[src/rtl/ntt_bram_sched.sv]
// In-place Cooley-Tukey NTT address sequencer for one coefficient BRAM.
// Ports: clk, reset (sync, active-high), start -> busy, done, raddr,
//   rd_first, bf_in_valid, tw_addr, wen, waddr (all registered).
module ntt_bram_sched #(
    parameter int LOGN = 8,
    parameter int LAT  = 4
) (
    input  logic            clk,
    input  logic            reset,
    input  logic            start,
    output logic            busy,
    output logic            done,
    output logic [LOGN-1:0] raddr,
    output logic            rd_first,
    output logic            bf_in_valid,
    output logic [LOGN-1:0] tw_addr,
    output logic            wen,
    output logic [LOGN-1:0] waddr
);

    localparam int SW = $clog2(LOGN + 1);
    localparam logic [LOGN-1:0] KMAX  = {LOGN{1'b1}};
    localparam logic [SW-1:0]   SLAST = SW'(LOGN - 1);
    localparam logic [4:0]      DMAX  = 5'(LAT - 1);

    typedef enum logic [1:0] {IDLE, READ, DRAIN, FIN} state_t;

    state_t state, state_n;

    logic [LOGN-1:0] k;
    logic [SW-1:0]   s;
    logic [4:0]      dcnt;

    logic            iss_v;
    logic [LOGN-1:0] iss_k;
    logic [SW-1:0]   iss_s;

    logic [SW-1:0]   sh;
    logic [LOGN-1:0] b, tbit, lo, hi;
    logic [LOGN-1:0] iss_addr, iss_tw;

    logic            rvalid;
    logic [LOGN-1:0] tw_q;

    logic [LAT-1:0]  dl_v;
    logic [LOGN-1:0] dl_a [LAT];

    // Next state plus the read to issue next cycle; outputs are
    // registered, so the issue decision is made one cycle ahead.
    always_comb begin
        state_n = state;
        iss_v   = 1'b0;
        iss_k   = '0;
        iss_s   = s;
        unique case (state)
            IDLE: begin
                if (start) begin
                    state_n = READ;
                    iss_v   = 1'b1;
                    iss_s   = '0;
                end
            end
            READ: begin
                if (k == KMAX) begin
                    state_n = DRAIN;
                end else begin
                    iss_v = 1'b1;
                    iss_k = k + LOGN'(1);
                end
            end
            DRAIN: begin
                if (dcnt == DMAX) begin
                    if (s == SLAST) begin
                        state_n = FIN;
                    end else begin
                        state_n = READ;
                        iss_v   = 1'b1;
                        iss_s   = s + SW'(1);
                    end
                end
            end
            FIN: begin
                state_n = IDLE;
            end
            default: begin
                state_n = IDLE;
            end
        endcase
    end

    // Butterfly b = k>>1 splits into group (high bits) and j (low
    // sh bits); the operand address inserts k[0] at bit sh.
    always_comb begin
        sh       = SLAST - iss_s;
        b        = iss_k >> 1;
        tbit     = LOGN'(1) << sh;
        lo       = b & (tbit - LOGN'(1));
        hi       = (b >> sh) << (sh + SW'(1));
        iss_addr = hi | lo | (iss_k[0] ? tbit : '0);
        iss_tw   = (LOGN'(1) << iss_s) + (b >> sh);
    end

    always_ff @(posedge clk) begin
        if (reset) begin
            state <= IDLE;
        end else begin
            state <= state_n;
        end
    end

    always_ff @(posedge clk) begin
        if (reset) begin
            k           <= '0;
            s           <= '0;
            dcnt        <= '0;
            rvalid      <= 1'b0;
            raddr       <= '0;
            rd_first    <= 1'b0;
            tw_q        <= '0;
            bf_in_valid <= 1'b0;
            tw_addr     <= '0;
            dl_v        <= '0;
            busy        <= 1'b0;
            done        <= 1'b0;
            for (int i = 0; i < LAT; i++) begin
                dl_a[i] <= '0;
            end
        end else begin
            if (iss_v) begin
                k <= iss_k;
                s <= iss_s;
            end
            dcnt        <= (state == DRAIN) ? dcnt + 5'd1 : 5'd0;
            rvalid      <= iss_v;
            raddr       <= iss_v ? iss_addr : '0;
            rd_first    <= iss_v & ~iss_k[0];
            tw_q        <= iss_v ? iss_tw : '0;
            // dout carries i1 the cycle after the i1 read
            bf_in_valid <= rvalid & ~rd_first;
            tw_addr     <= (rvalid & ~rd_first) ? tw_q : '0;
            dl_v        <= {dl_v[LAT-2:0], rvalid};
            dl_a[0]     <= raddr;
            for (int i = 1; i < LAT; i++) begin
                dl_a[i] <= dl_a[i-1];
            end
            busy <= (state_n == READ) || (state_n == DRAIN);
            done <= (state_n == FIN);
        end
    end

    assign wen   = dl_v[LAT-1];
    assign waddr = dl_a[LAT-1];

endmodule

[config.mk]
export PLATFORM = sky130hd
export DESIGN_NAME = ntt_bram_sched
export DESIGN_NICKNAME = d
export VERILOG_FILES = /design/src/rtl/ntt_bram_sched.sv
export SDC_FILE = /design/constraint.sdc
export NUM_CORES = 1
export LEC_CHECK = 0
export CAP_MARGIN = 20
export CORE_UTILIZATION = 61
export DETAILED_ROUTE_END_ITERATION = 10
export DONT_BUFFER_PORTS = 1
export PLACE_DENSITY = 0.75
export SYNTH_ARGS = -nofsm -noshare
export SYNTH_HDL_FRONTEND = slang
export SYNTH_SLANG_ARGS = --single-unit
[constraint.sdc]
create_clock -name clk -period 4.25 [get_ports clk]
set_input_delay 0.6375 -clock clk [delete_from_list [all_inputs] [get_ports clk]]
set_output_delay 0.6375 -clock clk [all_outputs]
set_load 0.005 [all_outputs]
# Word level (Yosys, flattened, before mapping)
# Memories as Yosys holds them, arrays and structs flattened.
# Index checks and enable logic that the tools add are counted.
# totals
word_cells,77
reg_bits,52
output_inout_bits,29
in_bits,3
mem_bits_rw,32
memories,1
# op_classes
reduce_logical,5
n_eq_ne,9
mux,24
bitwise_logic,14
shifts,4
addsub,7
# memory_table
memory,words,word_bits,read_ports,rd_ports_with_merged_regs,write_ports,line,text
dl_a,4,8,4,0,4,46,logic [LOGN-1:0] dl_a [LAT];
# op_table
cell,count
$mux W8,7
$or A8 B8 Y8,2
$shl A1 B4 Y8 const A,2
$mux W4,3
$add A4 B1 Y4 const B,2
$add A8 B1 Y8 const B,1
$add A8 B8 Y8,1
$and A7 B8 Y8,1
$eq A2 B2 Y1 const B,4
$eq A8 B8 Y1 const B,1
$mux W2,4
$pmux W2 S4,1
$pmux W4 S2,1
$shl A8 B4 Y8,1
$shr A7 B4 Y8,1
$sub A8 B1 Y8 const B,1
$mux W1,7
$reduce_or A2 Y1,3
$add A5 B1 Y5 const B,1
$eq A5 B2 Y1 const B,1
$not A1 Y1,5
$eq A2 B1 Y1 const B,2
$eq A4 B3 Y1 const B,1
$or A1 B1 Y1,4
other kinds (5),6

# Logic depth before layout (Yosys ltp)
# Gate-level depths: netlist of the first run.
# logic_depth
word_depth,10
ltp_mapped,19
mapped_depth_nobuf,17

# Worst setup path before layout of the first run
# No wires, ideal clock.
# synth_path
path_kind,reg-to-reg
from,reg dcnt[0]
to,reg tw_q[6]
n_path_buf,2
t_arrival_ps,3665
setup_slack_ps,458
required_time_ps,4122
stages_incl_launch_ff,20
setup_time_ps,128
synth_period_minus_slack_ps,3792
path_cell_list,dfxtp_1 > ha_1 > or4b_1 > buf_6 > o311ai_4 > and2_1 > buf_6 > inv_4 > a22oi_1 > nor4_1 > or2_2 > ha_1 > fa_1 > a21oi_1 > o21bai_1 > a21oi_1 > nor2_1 > nor2_1 > xor2_1 > nor2_1
# synth_between
elab_chain_len,6
word_cells_on_any_way,11
cone_classes,add/sub: 2; eq/ne: 1; shift: 2; mux: 4; bitwise: 1; reduce/logical: 1
# synth_lines
item,line,text
from (decl),32,logic [4:0] dcnt;
from (signal assigned),133,dcnt <= (state == DRAIN) ? dcnt + 5'd1 : 5'd0;
$eq A5 B2 Y1 (*),72,if (dcnt == DMAX) begin
$mux W4 (*),72,
$pmux W4 S2 (*),55,unique case (state)
via iss_s[1],36,logic [SW-1:0] iss_s;
$sub A3 B4 Y4,94,sh = SLAST - iss_s;
$shr A7 B4 Y8,100,iss_tw = (LOGN'(1) << iss_s) + (b >> sh);
$add A8 B8 Y8 (*),100,
to (signal assigned),137,tw_q <= iss_v ? iss_tw : '0;
to (decl),43,logic [LOGN-1:0] tw_q;
# Mark *: on every way through the listed nets, which the timed path passes. The rest lies on a longest branch.
# A chain may end at the register's enable or synchronous reset.

# Worst setup path after layout of the first run
# Ends and elaborated chain as after synthesis.

==> impl_metrics.json, run 1 <==
{
  "die_w_um": 82.6,
  "die_y_um": 82.6,
  "crit_required_ns": 4.49,
  "cts_tree": "yes",
  "stdcell_count": 518,
  "core_area_um2": 6100,
  "grt_use_total_pct": 27.4,
  "skew_ns": 0.0174,
  "use_met2_pct": 40.7,
  "synth_flop_cell": "dfxtp_1",
  "cp_max_fo": 7,
  "rsz0062_at_grt": "false",
  "yosysWarningCount": 0,
  "use_met1_pct": 37.4,
  "crit_path_end_kind": "flip-flop",
  "drc_errors": 0,
  "synth.avg_cell_area_um2": 9.13,
  "drtIter0Drc": 279,
  "synthCells": 434,
  "cts_htree_levels": 3,
  "dp.cells": 503,
  "grt_use_met3_pct": 8.13,
  "nNetsFinal": 460,
  "yosysTopAreaCell": "dfxtp_1",
  "synth-edff-count": 0,
  "synthArstFlopShare_pct": 0,
  "wire_per_inst_um": 16.9,
  "cts.clk_slew.worst_paths_ns": 0.09,
  "drive_gt1_share_pct": 12.2,
  "gr-total-overflow": 0,
  "p_leak_nw": 1.63,
  "ant_nets": 0,
  "clk_latency_ns": 0.36,
  "ys_seq_elements": 84,
  "max_freq_ghz": 0.250,
  "ctsHoldBuffers": 0,
  "rows": 28,
  "synth-seq-area-share_pct": 42.5,
  "yosysUniqueCellTypes": 70,
  "grt_pass1_vias": 2730,
  "crit_type": "reg2reg",
  "initial_core_util_pct": 65.0,
  "cap_violations": 0,
  "syn_area_um2": 3960,
  "pre_cts_slack_ns": 0.159,
  "final.min_clock_period_ns": 4.00,
  "synth_nets": 455,
  "cp-start-kind": "flip-flop",
  "cts-root-buf": "clkbuf_8",
  "hpwl_mm": 6.41,
  "synth_top_area_share_pct": 42.5,
  "maxSlewViolCount": 0,
  "vdd_ir_drop_max_uv": 365,
  "grt_max_degree": 56,
  "vias": 3159,
  "antennaDiodeCount": 0,
  "gp_congestion": 0.922,
  "fill_cells": 490,
  "cts_buffer_depth": 2,
  "die-area_um2": 6820,
  "fin_crit_sh_pct": 94.1,
  "setup_ws_ns": 0.250,
  "portBuffers": 0,
  "area_delta_synth_final_pct": 7.68,
  "status": "completed",
  "setup_viol": 0,
  "netlist_top_cells_area": "dfxtp_1 42%, nor2b_1 6.9%, ha_1 5.4%",
  "fin_tns_setup_ns": 0,
  "grt_pass1_wl_mm": 13.7,
  "cts_sinks": 84,
  "grt.busiest_layer": "met2",
  "antenna_found_initial": 0,
  "ios": 32,
  "drt_wl_total_mm": 8.75,
  "relSlewSlack_pct": 56.2,
  "numCtsBuffers": 9,
  "worstMarginPinSlew_ns": 0.657,
  "utilization_pct": 70.0,
  "hold_viol": 0,
  "first_pass_iters": 6,
  "hold_class": "in2reg",
  "via_per_inst": 6.10,
  "power.density_nw_per_um2": 316,
  "hold-worst-slack_ns": 0.350,
  "critPathArrivalTime_ns": 4.24
}
routing by layer:
metal,wire length (um),up-vias
met1,4010,1477
met2,3860,138
met5,0,-
met3,732,12
met4,151,0
li1,-,1532
per-stage QoR:
stage | total power, W | cell area (um^2)
global placement | 0.000856 | 4080
global route | 0.00140 | 4270
finish | 0.00135 | 4270
CTS | 0.00136 | 4250
detailed placement | 0.000857 | 4080
floorplan | 0.000849 | 3960
path summary, 6_finish.rpt:
kind	from	end	slack, ns	cells after the start
setup / recovery	dcnt[0]	tw_q[6]	0.25	17
hold reg to reg	tw_q[4]	tw_addr[4]	0.42	1
setup reg to reg	dcnt[0]	tw_q[6]	0.25	17
hold / removal	reset	dl_a[3][2]	0.35	1
worst max-delay path: stages (launching register included):
cell and delay [ns]:
dfxtp_1 0.36, ha_1 0.23, or4b_4 0.55, o311ai_4 0.33, and2_1 0.25, inv_4 0.08, a22oi_1 0.26, nor4_1 0.11
or2_2 0.31, ha_1 0.23, fa_1 0.41, a21oi_1 0.15, o21bai_1 0.10, a21oi_1 0.15, nor2_1 0.05, nor2_1 0.11
xor2_1 0.17, nor2_1 0.05
cell families after synthesis:
family	synth area share, %
compound gates	17.0
xor+xnor	3.76
fa+ha+maj	5.87
buf+inv	4.01
flops	42.5
mux	2.18
simple gates	24.7
repair_timing:
action,in CTS,in global routing
buffers inserted,0,0
resized for setup,0,3
endpoints found under the setup margin,0,2
where the power goes:
group / total [W] / internal (W) / switching, W
registers: 0.000800 / 0.000794 / 0.00000570
logic: 0.0000386 / 0.0000147 / 0.0000240
clock network: 0.000510 / 0.000215 / 0.000295
Yosys cell counts, drive strengths merged (7+ instances only):
library cell / number
dfxtp: 84
nor2b: 44
nor2: 36
a21oi: 30
nand2: 21
clkbuf: 17
ha: 17
inv: 15
nand3: 15
o21ai: 15
and2: 14
nor3: 10
xnor2: 10
xor2: 7
cells in the final DEF, fill, tap and decap left out, types with 6 or more instances in the layout:
master	netlist	final
dfxtp_1	84	84
nor2b_1	44	44
nor2_1	35	35
a21oi_1	29	28
nand2_1	21	21
ha_1	17	17
buf_4	0	16
nand3_1	15	15
and2_1	14	14
o21ai_0	13	13
inv_1	12	12
xnor2_1	10	10
nor3_1	9	9
clkbuf_8	0	9
xor2_1	7	7
and3_1	6	6
registers in the layout, summed over array words and instances, names as in the netlist, 2 cells and up:
signal / flops
state: 2
dcnt: 5
tw_addr: 8
dl_a: 32
raddr: 8
k: 8
s: 4
dl_v: 4
tw_q: 8
area by class of cell:
type	count	area, um^2	area share (%)
Clock buffer	9	124	2.90
Clock inverter	6	50.0	1.17
Inverter	15	58.8	1.38
Multi-Input combinational cell	313	2140	50.1
Sequential cell	84	1680	39.4
Tap cell	75	93.8	2.20
Timing Repair Buffer	16	120	2.82
(Power assumes the default switching activity.)
==> run 2, diff against run 1 <==
--- a/config.mk
+++ b/config.mk
@@ -5,11 +5,13 @@
 export SDC_FILE = /design/constraint.sdc
 export NUM_CORES = 1
 export LEC_CHECK = 0
+export ABC_AREA = 1
 export CAP_MARGIN = 20
 export CORE_UTILIZATION = 61
 export DETAILED_ROUTE_END_ITERATION = 10
 export DONT_BUFFER_PORTS = 1
 export PLACE_DENSITY = 0.75
+export SKIP_CTS_REPAIR_TIMING = 1
 export SYNTH_ARGS = -nofsm -noshare
 export SYNTH_HDL_FRONTEND = slang
 export SYNTH_SLANG_ARGS = --single-unit
==> run 2 against run 1 <==
Net effect:
- routed wire length down 10%
- sequential cell count is the same
- clock power up 6.1%
- worst hold slack worse by 0.0023 ns
- fmax up 8.8%
- die area rose by 1.2%
- critical path type unchanged
- first-iteration DRC count up 11%
- design area is 0.44% lower
- global-route usage down 3.0 points
==> impl_metrics.json, run 2 <==
{
  "status": "completed",
  "cp-start-kind": "flip-flop",
  "cp_cell_sequence": "ha_1, nand2_2, nor2_8, nand3_2, nand2_1, nand2_4, inv_2, ha_1, inv_1, nor2_1, ha_1, nand3_1, nand3_1, nand2_1, inv_1, or2_2, a21oi_1, nor2_1, nor2_1, nor2_1, nor2_1, xor2_1, nor2_1",
  "hold_depth": 1,
  "hold_viol": 0,
  "rows": 29,
  "hpwl_mm": 5.98,
  "yosysTopAreaCell": "dfxtp_1",
  "gr-total-overflow": 0,
  "largest_reg_flops": 32,
  "nNetsFinal": 573,
  "ys_seq_elements": 84,
  "relSlewSlack_pct": 58.8,
  "synthCells": 551,
  "mostFrequentLayoutCell": "inv_1",
  "placed_area_um2": 4050,
  "cts-root-buf": "clkbuf_8",
  "core_area_um2": 6350,
  "drive_gt1_share_pct": 11.7,
  "layout_common_cells": "99 x inv_1, 94 x nand2_1, 89 x nor2_1",
  "fin_crit_sh_pct": 86.5,
  "grt_use_total_pct": 24.4,
  "grt_pass1_vias": 2948,
  "cp_common_cell": "nor2_1",
  "power.density_nw_per_um2": 324,
  "reg2reg_depth": 23,
  "synthTopCellsByCount": "99 x inv_1, 94 x nand2_1, 89 x nor2_1, 84 x dfxtp_1, 54 x nand3_1",
  "synthArstFlopShare_pct": 0,
  "fill_cells": 582,
  "pre_cts_slack_ns": 0.599,
  "synth.avg_cell_area_um2": 7.28,
  "via_per_inst": 5.04,
  "drtIter0Drc": 309,
  "antennaDiodeCount": 0,
  "critPathSlowestCell": "dfxtp_1",
  "yosysWarningCount": 0,
  "cp_slowest_stage_delay_ns": 0.36,
  "crit_path_end_kind": "flip-flop",
  "crit_family": "simple AND/OR/NAND/NOR gates",
  "fin_tns_setup_ns": 0,
  "wire_per_inst_um": 12.4,
  "synth-seq-area-share_pct": 41.9,
  "die_y_um": 83.1,
  "netlist_top_cells_area": "dfxtp_1 42%, inv_1 9.3%, nand2_1 8.8%",
  "cp_max_fo": 11,
  "crit_type": "reg2reg",
  "ant_nets": 0,
  "cp.depth": 23,
  "synth_top_area_share_pct": 41.9,
  "worstMarginPinSlew_ns": 0.617,
  "critPathArrivalTime_ns": 3.90,
  "rsz0062_at_grt": "false",
  "cts.clk_slew.worst_paths_ns": 0.10,
  "p_leak_nw": 1.82,
  "synth_nets": 572,
  "crit_required_ns": 4.47,
  "grt_pass1_wl_mm": 13.6,
  "hold_class": "in2reg",
  "die_w_um": 83.1,
  "cap_violations": 0,
  "synth_most_common_cell": "inv_1",
  "antenna_found_initial": 0,
  "portBuffers": 0,
  "first_pass_iters": 5,
  "clk_latency_ns": 0.35,
  "area_delta_synth_final_pct": 5.93,
  "cts_tree": "yes",
  "vias": 3198,
  "final.min_clock_period_ns": 3.68,
  "regMostFlops": "dl_a",
  "ios": 32,
  "grt_max_degree": 56,
  "setup_viol": 0,
  "maxSlewViolCount": 0,
  "drt_wl_total_mm": 7.85,
  "yosysUniqueCellTypes": 35,
  "cp_num_buf_inv": 3,
  "final_area_um2": 4250,
  "skew_ns": 0.0126,
  "setup_ws_ns": 0.573,
  "initial_core_util_pct": 63.1,
  "die-area_um2": 6900,
  "drc_errors": 0,
  "cts_buffer_depth": 2,
  "syn_area_um2": 4010,
  "numCtsBuffers": 9,
  "synth_flop_cell": "dfxtp_1",
  "synth-edff-count": 0,
  "cts_sinks": 84,
  "vdd_ir_drop_max_uv": 270,
  "gp_congestion": 0.933,
  "max_freq_ghz": 0.272,
  "cts_htree_levels": 3
}
-- run 2: cell families (layout without fill, tap and decap cells) --
logic type	after synthesis	count (layout)	share of synthesized area, %
adders and majority gates	18	18	5.81
DFF	84	84	41.9
and+or+nand+nor	278	278	32.9
buffers and inverters	119	125	11.6
xor gates and xnor gates	2	2	0.437
AOI/OAI and AO/OA	50	50	7.30
-- run 2: final timing paths --
check                                 from         end  slack, ns
worst max-delay path               dcnt[0]     tw_q[7]       0.57
worst min-delay path                 reset    state[1]       0.35
worst max register to register     dcnt[0]     tw_q[7]       0.57
worst min register to register  dl_a[1][6]  dl_a[2][6]       0.39
-- run 2: layout make-up --
class | instances | area [um^2] | area share, %
Multi-Input combinational cell | 348 | 1860 | 43.9
Sequential cell | 84 | 1680 | 39.6
Inverter | 109 | 412 | 9.69
Clock buffer | 9 | 124 | 2.92
Tap cell | 77 | 96.3 | 2.27
Clock inverter | 7 | 70.1 | 1.65
-- run 2: stage by stage --
| step | instances | util [%] | hold slack [ns] | power (W) |
|---|---|---|---|---|
| after global placement | 618 | 63.8 | 0.389 | 0.000855 |
| final | 634 | 66.9 | 0.348 | 0.00138 |
| after detailed placement | 618 | 63.8 | 0.392 | 0.000855 |
| after floorplan | 551 | - | 0.388 | 0.000852 |
| after CTS | 634 | 66.9 | 0.331 | 0.00139 |
| after global routing | 634 | 66.9 | 0.323 | 0.00143 |
-- run 2: layer usage --
metal / track usage, % / routed length (um) / up-vias
met5: 0 / 0 / -
met4: 9.56 / 152 / 0
met3: 4.97 / 488 / 14
met2: 39.3 / 3500 / 100
met1: 32.1 / 3710 / 1385
li1: - / - / 1699
-- run 2: power breakdown --
part / leakage [nW] / internal (W) / switching (W)
registers: 0.679 / 0.000795 / 0.00000560
logic: 1.05 / 0.00000891 / 0.0000269
clock network: 0.0887 / 0.000227 / 0.000314
==> run 3, diff against run 2 <==
--- a/config.mk
+++ b/config.mk
@@ -10,6 +10,7 @@
 export CORE_UTILIZATION = 61
 export DETAILED_ROUTE_END_ITERATION = 10
 export DONT_BUFFER_PORTS = 1
+export GPL_ROUTABILITY_DRIVEN = 0
 export PLACE_DENSITY = 0.75
 export SKIP_CTS_REPAIR_TIMING = 1
 export SYNTH_ARGS = -nofsm -noshare
==> run 3 against run 2 <==
Net effect:
- clock power is 19% higher
- utilization grew 0.63 points
- register-to-register slack better by 0.03 ns
- worst setup slack better by 0.025 ns
- final cell count is the same
- design area grew 0.94%
- sequential share of layout area down 0.37 points
- combinational power up 3%
- count of clock-buffer cells in the layout is the same
- fmax grew 0.69%
- critical path type unchanged
==> impl_metrics.json, run 3 (synthesis results as in run 2) <==
{
  "cap_violations": 0,
  "maxSlewViolCount": 0,
  "hold-worst-slack_ns": 0.343,
  "hold_viol": 0,
  "final.min_clock_period_ns": 3.65,
  "crit_path_end_kind": "flip-flop",
  "grt_use_total_pct": 24.8,
  "hold_class": "in2reg",
  "antenna_found_initial": 0,
  "clk_latency_ns": 0.36,
  "multi_input_area_um2": 1860,
  "pre_cts_slack_ns": 0.648,
  "portBuffers": 0,
  "max_freq_ghz": 0.274,
  "power.density_nw_per_um2": 345,
  "worstMarginPinSlew_ns": 0.659,
  "top_layer_used": "met4",
  "antennaDiodeCount": 0,
  "critPathArrivalTime_ns": 3.89,
  "cts-root-buf": "clkbuf_8",
  "power.total_w": 0.00148,
  "numCtsBuffers": 9,
  "nNetsFinal": 573,
  "cts_htree_levels": 3,
  "die_w_um": 83.1,
  "grt_max_degree": 56,
  "cp_num_buf_inv": 3,
  "fill_cells": 547,
  "initial_core_util_pct": 63.1,
  "cts_tree": "yes",
  "dp.cells": 618,
  "fin_tns_setup_ns": 0,
  "hpwl_mm": 5.83,
  "cp-start-kind": "flip-flop",
  "gr-total-overflow": 0,
  "cts_sinks": 84,
  "cp_cell_sequence": "ha_1, nand2_2, nor2_8, nand3_2, nand2_1, nand2_4, inv_2, ha_1, inv_1, nor2_1, ha_1, nand3_1, nand3_1, nand2_1, inv_1, or2_2, a21oi_1, nor2_1, nor2_1, nor2_1, nor2_1, xor2_1, nor2_1",
  "cp_max_fo": 11,
  "met3_length_um": 547,
  "largest_reg_flops": 32,
  "cts_buffer_depth": 2,
  "crit_required_ns": 4.48,
  "cp_slowest_stage_delay_ns": 0.36,
  "seq_area_um2": 1680,
  "drc_errors": 0,
  "via_per_inst": 5.23,
  "regMostFlops": "dl_a",
  "status": "completed",
  "setup_ws_ns": 0.598,
  "wl_met1_mm": 3.51,
  "skew_ns": 0.0154,
  "cp_common_cell": "nor2_1",
  "crit_family": "simple AND/OR/NAND/NOR gates",
  "area_delta_synth_final_pct": 6.93,
  "drt_wl_total_mm": 7.83,
  "layout_common_cells": "99 x inv_1, 94 x nand2_1, 89 x nor2_1",
  "first_pass_iters": 5,
  "wire_per_inst_um": 12.4,
  "vias": 3315,
  "critPathSlowestCell": "dfxtp_1",
  "setup_viol": 0,
  "drive_gt1_share_pct": 11.7,
  "rsz0062_at_grt": "false",
  "p_leak_nw": 1.84,
  "vdd_ir_drop_max_uv": 251,
  "drtIter0Drc": 209,
  "rows": 29,
  "grt_pass1_vias": 3117,
  "die_y_um": 83.1,
  "ant_nets": 0,
  "cts.clk_slew.worst_paths_ns": 0.10,
  "fin_crit_sh_pct": 85.9,
  "core_area_um2": 6350,
  "dr_wl_met2_mm": 3.63,
  "mostFrequentLayoutCell": "inv_1",
  "grt_pass1_wl_mm": 13.9,
  "relSlewSlack_pct": 55.9,
  "crit_type": "reg2reg",
  "die-area_um2": 6900,
  "ios": 32,
  "stdcell_count": 634
}
-- run 3: changes by cell type in the layout (fill, tap and decap cells not counted), sizes merged --
cell	delta
inv	-2
clkinv	+2
bufinv	+2
clkinvlp	-2
-- run 3: path summary, 6_finish.rpt --
kind         startpoint         end  slack [ns]  cells after the start
min reg2reg  dl_a[2][4]  dl_a[3][4]        0.40                      2
max             dcnt[0]     tw_q[7]        0.60                     23
max reg2reg     dcnt[0]     tw_q[7]        0.60                     23
min               reset        k[6]        0.34                      1
-- run 3: routing by layer --
layer	track usage, %	vias up
met1	31.8	1472
met4	10.5	0
met5	0	-
met3	6.46	12
met2	39.6	124
li1	-	1707
-- run 3: worst reg2reg max path: stages (launching register included) --
cell and delay, ns:
dfxtp_1 0.36, ha_1 0.21, nand2_2 0.11, nor2_8 0.18, nand3_2 0.13, nand2_1 0.13, nand2_4 0.12, inv_2 0.16
ha_1 0.22, inv_1 0.07, nor2_1 0.30, ha_1 0.30, nand3_1 0.08, nand3_1 0.08, nand2_1 0.06, inv_1 0.05
or2_2 0.26, a21oi_1 0.19, nor2_1 0.06, nor2_1 0.08, nor2_1 0.05, nor2_1 0.10, xor2_1 0.16, nor2_1 0.05
-- run 3: through the flow --
step	cell area (um^2)	util, %
floorplan	4010	-
global placement	4050	63.8
detailed placement	4050	63.8
CTS	4290	67.5
global route	4290	67.5
finish	4290	67.5
-- run 3: layout make-up --
class                           count  area share [%]
Inverter                          109            9.60
Clock inverter                      7            2.57
Sequential cell                    84            39.2
Tap cell                           77            2.25
Multi-Input combinational cell    348            43.5
Clock buffer                        9            2.89
-- run 3: report_power, final --
part           leakage (nW)  switching, W  internal (W)
registers             0.679    0.00000561      0.000795
clock network         0.113      0.000303      0.000340
logic                  1.05     0.0000277    0.00000898
total                  1.84      0.000337       0.00114
